File: config.mk
export PLATFORM = sky130hd
export DESIGN_NAME = dram_refresh_scheduler
export DESIGN_NICKNAME = d
export VERILOG_FILES = /design/src/rtl/dram_refresh_scheduler.sv
export SDC_FILE = /design/constraint.sdc
export NUM_CORES = 1
export LEC_CHECK = 0
export ABC_AREA = 0
export BUFFER_PORTS_ARGS = -buffer_cell sky130_fd_sc_hd__buf_2
export CAP_MARGIN = 20
export CORE_ASPECT_RATIO = 0.7
export CORE_UTILIZATION = 38
export CTS_CLUSTER_DIAMETER = 60
export CTS_CLUSTER_SIZE = 28
export DETAILED_ROUTE_END_ITERATION = 12
export PLACE_DENSITY = 0.59
export REMOVE_ABC_BUFFERS = 1
export SYNTH_ARGS = -nofsm -noshare
export SYNTH_HDL_FRONTEND = slang
export SYNTH_SLANG_ARGS = --single-unit
File: constraint.sdc
create_clock -name CLK -period 3.54 [get_ports CLK]
set_input_delay 0.708 -clock CLK [delete_from_list [all_inputs] [get_ports CLK]]
set_output_delay 0.708 -clock CLK [all_outputs]
set_load 0.01 [all_outputs]
File: src/rtl/dram_refresh_scheduler.sv
// DRAM auto-refresh scheduler: interval ticker, owed-refresh counter and a req/ack/busy FSM.
// Optional macro REFRESH_BURST_EN: chain owed refreshes back-to-back without an IDLE gap.
module dram_refresh_scheduler #(
    parameter int INTERVAL  = 390,
    parameter int CNT_W     = 9,
    parameter int MAX_PEND  = 8,
    parameter int PEND_W    = 4,
    parameter int URGENT_TH = 6,
    parameter int TRFC      = 3
) (
    input  logic              CLK,
    input  logic              RESET_N,
    input  logic              ENABLE,
    input  logic              REFRESH_ACK,
    output logic              REFRESH_REQ,
    output logic              REFRESH_URGENT,
    output logic              BUSY,
    output logic [PEND_W-1:0] PENDING,
    output logic              OVERFLOW,
    output logic [1:0]        dbg_state_o
);

    // Handshake: REFRESH_REQ is a level held until the cycle REFRESH_ACK is sampled high
    // in REQ; that cycle is the accept. ACK seen in any other state is ignored.

    typedef enum logic [1:0] {S_IDLE = 2'd0, S_REQ = 2'd1, S_BUSY = 2'd2} state_e;

    localparam logic [CNT_W-1:0]  CNT_RELOAD = CNT_W'(INTERVAL - 1);
    localparam logic [CNT_W-1:0]  CNT_ONE    = CNT_W'(1);
    localparam logic [PEND_W-1:0] PEND_MAX   = PEND_W'(MAX_PEND);
    localparam logic [PEND_W-1:0] PEND_ONE   = PEND_W'(1);
    localparam logic [PEND_W-1:0] URG_LVL    = PEND_W'(URGENT_TH);
    localparam logic [3:0]        TRFC_LOAD  = 4'(TRFC - 1);

    logic [CNT_W-1:0]  cnt_q, cnt_d;
    logic [PEND_W-1:0] pend_q, pend_d;
    logic              ovf_q, ovf_d;
    logic              tick;
    logic              ack_accept;

    state_e            state_q;
    logic              req_q;
    logic              busy_q;
    logic [3:0]        trfc_q;

    assign ack_accept = (state_q == S_REQ) && REFRESH_ACK;

    always_comb begin
        cnt_d  = cnt_q;
        tick   = 1'b0;
        pend_d = pend_q;
        ovf_d  = ovf_q;
        if (ENABLE) begin
            if (cnt_q == '0) begin
                cnt_d = CNT_RELOAD;
                tick  = 1'b1;
            end else begin
                cnt_d = cnt_q - CNT_ONE;
            end
        end
        // A tick and an accept in the same cycle cancel; saturate rather than wrap.
        if (tick && !ack_accept) begin
            if (pend_q == PEND_MAX) begin
                ovf_d = 1'b1;
            end else begin
                pend_d = pend_q + PEND_ONE;
            end
        end else if (ack_accept && !tick && (pend_q != '0)) begin
            pend_d = pend_q - PEND_ONE;
        end
    end

    always_ff @(posedge CLK or negedge RESET_N) begin
        if (!RESET_N) begin
            cnt_q  <= CNT_RELOAD;
            pend_q <= '0;
            ovf_q  <= 1'b0;
        end else begin
            cnt_q  <= cnt_d;
            pend_q <= pend_d;
            ovf_q  <= ovf_d;
        end
    end

    always_ff @(posedge CLK or negedge RESET_N) begin
        if (!RESET_N) begin
            state_q <= S_IDLE;
            req_q   <= 1'b0;
            busy_q  <= 1'b0;
            trfc_q  <= '0;
        end else begin
            case (state_q)
                S_IDLE: begin
                    if (pend_q != '0) begin
                        state_q <= S_REQ;
                        req_q   <= 1'b1;
                    end
                end
                S_REQ: begin
                    if (REFRESH_ACK) begin
                        state_q <= S_BUSY;
                        req_q   <= 1'b0;
                        busy_q  <= 1'b1;
                        trfc_q  <= TRFC_LOAD;
                    end
                end
                S_BUSY: begin
                    if (trfc_q == '0) begin
                        busy_q <= 1'b0;
`ifdef REFRESH_BURST_EN
                        if (pend_q != '0) begin
                            state_q <= S_REQ;
                            req_q   <= 1'b1;
                        end else begin
                            state_q <= S_IDLE;
                        end
`else
                        state_q <= S_IDLE;
`endif
                    end else begin
                        trfc_q <= trfc_q - 4'd1;
                    end
                end
                default: begin
                    state_q <= S_IDLE;
                    req_q   <= 1'b0;
                    busy_q  <= 1'b0;
                end
            endcase
        end
    end

    assign REFRESH_REQ    = req_q;
    assign BUSY           = busy_q;
    assign PENDING        = pend_q;
    assign OVERFLOW       = ovf_q;
    assign REFRESH_URGENT = (pend_q >= URG_LVL);
    assign dbg_state_o    = state_q;

endmodule

## Word level (Yosys, flattened, before mapping)

Cells that the tools add are included.

- $add $sub $neg: 4
- $lt $le $gt $ge: 1
- Eq/ne operators: 8
- Mux-type cells: 19
- Bitwise logic cells: 2
- Reductions and logical operators: 18

Operators by type and width:

| operator | count |
|---|---|
| $mux 4 | 5 |
| $reduce_and 3->1 | 4 |
| $ne 2x2->1 const B | 5 |
| $logic_not 9->1 | 1 |
| $mux 9 | 1 |
| $sub 9x1->9 const B | 1 |
| $pmux 4 s2 | 1 |
| $sub 4x1->4 const B | 2 |
| $mux 1 | 6 |
| $mux 2 | 3 |
| $pmux 1 s3 | 2 |
| $pmux 2 s3 | 1 |
| $add 4x1->4 const B | 1 |
| $eq 4x4->1 const B | 1 |
| $ge 4x3->1 const B | 1 |
| $logic_and 1x1->1 | 4 |
| $logic_not 4->1 | 1 |
| $reduce_and 2->1 | 2 |
| $reduce_bool 2->1 | 2 |
| $reduce_bool 4->1 | 1 |
| $eq 2x1->1 const B | 1 |
| $eq 2x2->1 const B | 1 |
| $logic_not 1->1 | 2 |
| $logic_not 2->1 | 1 |
| $not 1->1 | 2 |

- Register bits: 22
- Input bits: 4
- Output and inout bits: 10
- Word-level logic and storage cells: 59

## Longest topological paths before layout

- Depth in word-level cells: 8
- Depth in mapped cells: 13
- Gate-level depth less buffers: 12

## Worst setup path before layout

OpenSTA, ideal clock, no wires.

- Path type: input -> register
- Start: input ENABLE
- End: register pend_q[3] (netlist: PENDING[3])
- Library setup time: 126 ps
- Data arrival time: 2751 ps
- Required time: 3414 ps
- Setup slack: 663 ps
- Stages: 11
- Path buffers: 1
- Path through: nand4bb_4 -> or4_1 -> buf_2 -> nor2_4 -> inv_1 -> ha_1 -> a21o_1 -> a21o_1 -> nor3_1 -> a31oi_1 -> a221o_1

- Word-level cells in the longest chain between the ends: 6
- Elaborated cells between the ends (all ways): 9
- Those cells by class: eq/ne (1); mux (2); reduce/logical (6)

Ends and longest elaborated chain:

| what | line | source |
|---|---|---|
| from (decl) | 13 | `input logic ENABLE,` |
| $mux 1 (*) | 53 | `if (ENABLE) begin` |
| $logic_not 1->1 | 68 | `end else if (ack_accept && !tick && (pend_q != '0)) begin` |
| $logic_and 1x1->1 (2 in a row) | 68 |  |
| $reduce_bool 2->1 (no source line) | - |  |
| $reduce_and 2->1 (no source line) | - |  |
| to (signal assigned) | 80 | `pend_q <= pend_d;` |
| to (decl) | 36 | `logic [PEND_W-1:0] pend_q, pend_d;` |

Mark *: on every way between the ends. The rest lies on a longest branch, timed or not.
A chain may end at the register's enable or synchronous reset.

## Worst setup path in the final report

- Start: register cnt_q[1]
- End: register pend_q[3] (netlist: PENDING[3])

- Word-level cells in the longest chain between the ends: 8
- Elaborated cells between the ends (all ways): 11
- Those cells by class: eq/ne (1); mux (3); reduce/logical (7)

Ends and longest elaborated chain:

| what | line | source |
|---|---|---|
| from (decl) | 35 | `logic [CNT_W-1:0] cnt_q, cnt_d;` |
| from (signal assigned) | 79 | `cnt_q <= cnt_d;` |
| $logic_not 9->1 (*) | 54 | `if (cnt_q == '0) begin` |
| $mux 1 (*) | 54 |  |
| $mux 1 (*) | 53 |  |
| $logic_not 1->1 | 68 |  |
| $logic_and 1x1->1 (2 in a row) | 68 |  |
| $reduce_bool 2->1 (no source line) | - |  |
| $reduce_and 2->1 (no source line) | - |  |

Marked as above.

==> metrics.yaml <==
netlist-cell-type-count: 37
path_cells: "inv_1 -> ha_1 -> nand4bb_4 -> or4_1 -> nor2_4 -> inv_1 -> ha_1 -> a21o_1 -> a21o_1 -> nor3_1 -> a31oi_1 -> a221o_1"
max_stage_delay_ps: 640
first_global_vias: 958
coreArea_sq_mm: 0.00288
ys.flop_type: "dfrtp_1"
grt_max_degree: 23
place_area_sq_mm: 0.00129
clock_sinks: 22
finalHoldViolCount: 0
clock_skew_ps: 3.09
max_freq_mhz: 328
root_buffer: "clkbuf_8"
crit_slowest_cell: "or4_1"
setup_tns_ps: 0
post-route-cell-area_sq_mm: 0.00136
drt-initial-drc-count: 59
setup_viol: 0
maxCapViolCount: 0
powerDensity_mw_per_mm2: 902
drive_gt1_share_pct: 20.3
post-route-min-period_ps: 3050
ys_warn_count: 0
grt_overflow: 0
cts_tree: "built"
dp_hpwl_um: 1690
die_w_um: 68.6
synth_edf_count: 0
avgSynthCellArea_sq_um: 10.0
final_cell_mix: "dfrtp_1 (18), nor2_1 (17), buf_2 (13)"
slew_violations: 0
start_kind: "flip-flop"
total_power_mw: 1.23
required_ps: 3700
final_antenna_net_count: 0
syn-cell-area_sq_mm: 0.00118
min_path_type: "input port to async pin"
cts_made_buffers: 3
final_common_cell: "dfrtp_1"
vias_per_cell: 5.41
async_flop_share_pct: 100
antenna_cells: 0
tightest_slew_ps: 855
yosys_register_bits: 22
fillCellCount: 295
status: "finished, final reports clean"
max-clock-path-buffers: 2
grt_pass1_wl_um: 4300
slew_headroom_pct: 42.1
timing.final.crit_share_pct: 86.1
grt_util_all_layers_pct: 17.3
htreeDepth: 1
wl_per_cell_um: 13.6
clkSlewWorstSetupHoldPaths_ps: 80
crit_buf_inv: 2
die_y_um: 48.6
dieArea_sq_mm: 0.00334
cts_hold_buf: 0
endpoint_kind: "flip-flop"
crit_family: "simple AND/OR/NAND/NOR gates"
crit_type: "flip-flop to flip-flop"
ir_drop_v: 0.000354
post-cts-setup-buffer-count: 0
cp_max_fo: 6
routed_wirelength_um: 2300
power_leakage_nw: 0.606
first_pass_iters: 4
clkLatencyLatePin_ps: 260
start_util_pct: 41.0
ys_seq_area_share_pct: 47.0
syn_inst: 118
post_cts_resized: 0
io_buffer_count: 13
area_growth_pct: 15.1
gp_congestion: 0.840
grt_setup_unrepaired: "no"
via_count: 915
ios: 14
arrival_ps: 3200
nets: 143
drc: 0
antenna_found_initial: 0
num_rows: 16
==> layout make-up <==
cell class / count / area (sq um) / share of cell area [%]
Sequential cell: 22 / 556 / 40.8
Clock inverter: 1 / 30.0 / 2.21
Timing Repair Buffer: 15 / 80.1 / 5.89
Inverter: 8 / 30.0 / 2.21
Clock buffer: 3 / 41.3 / 3.04
Tap cell: 36 / 45.0 / 3.31
Multi-Input combinational cell: 84 / 578 / 42.5
==> Yosys cell counts (3+ instances only) <==
cell     number  area (sq um)
dfrtp_1      18           450
nor2_1       17          63.8
xnor2_1       9          78.8
inv_1         8          30.0
a21oi_1       6          30.0
nand2_1       6          22.5
dfstp_2       4           105
ha_1          4          50.1
nand3_1       4          20.0
o21ai_0       4          20.0
a21o_1        3          22.5
nor3_1        3          15.0
o31ai_1       3          22.5
==> per-stage QoR <==
| stage | std cells | worst slack (ps) | util (%) | hold slack (ps) |
|---|---|---|---|---|
| after floorplan | 114 | 638 | - | 412 |
| after global routing | 169 | 276 | 47.2 | 440 |
| final | 169 | 493 | 47.2 | 401 |
| after global placement | 165 | 368 | 44.7 | 478 |
| after CTS | 169 | 491 | 47.2 | 421 |
| after detailed placement | 165 | 289 | 44.7 | 473 |
==> routing by layer <==
layer	vias up	part of all wire, %	track usage, %
met2	15	44	24.0
met4	0	0.83	6.60
met3	2	3.8	6.13
met1	452	51	24.2
met5	-	0	0
li1	446	-	-
==> where the power goes <==
| group | internal [mW] | switching (mW) |
|---|---|---|
| Clock | 0.151 | 0.0828 |
| Combinational | 0.229 | 0.253 |
| Sequential | 0.375 | 0.136 |
==> kinds of logic (layout without fill, tap and decap cells) <==
family                   count (synthesis)  count (layout)  synth area share, %
buffers and inverters                   12              27                 4.03
AO/OA/AOI/OAI                           27              27                 15.3
flip-flops                              22              22                 47.0
XOR/XNOR                                10              10                 7.42
AND/OR/NAND/NOR                         41              41                 19.5
adder cells (fa/ha/maj)                  5               5                 5.93
multiplexers                             1               1                0.847
==> state kept, by name, summed over array words and instances, names as in the netlist <==
signal,flops
BUSY,1
OVERFLOW,1
PENDING,4
REFRESH_REQ,1
cnt_q,9
dbg_state_o,2
trfc_q,4
==> final timing paths <==
kind | from | to | slack, ps | cells after the start
setup / recovery | cnt_q[1] | PENDING[3] | 490 | 12
hold / removal | RESET_N | PENDING[0] | 400 | 1
setup reg to reg | cnt_q[1] | PENDING[3] | 490 | 12
hold reg to reg | OVERFLOW | OVERFLOW | 480 | 1
max in group asynchronous | RESET_N | cnt_q[0] | 2780 | 1
min in group CLK | OVERFLOW | OVERFLOW | 480 | 1
Note: power is estimated with default switching activity, not from simulation.
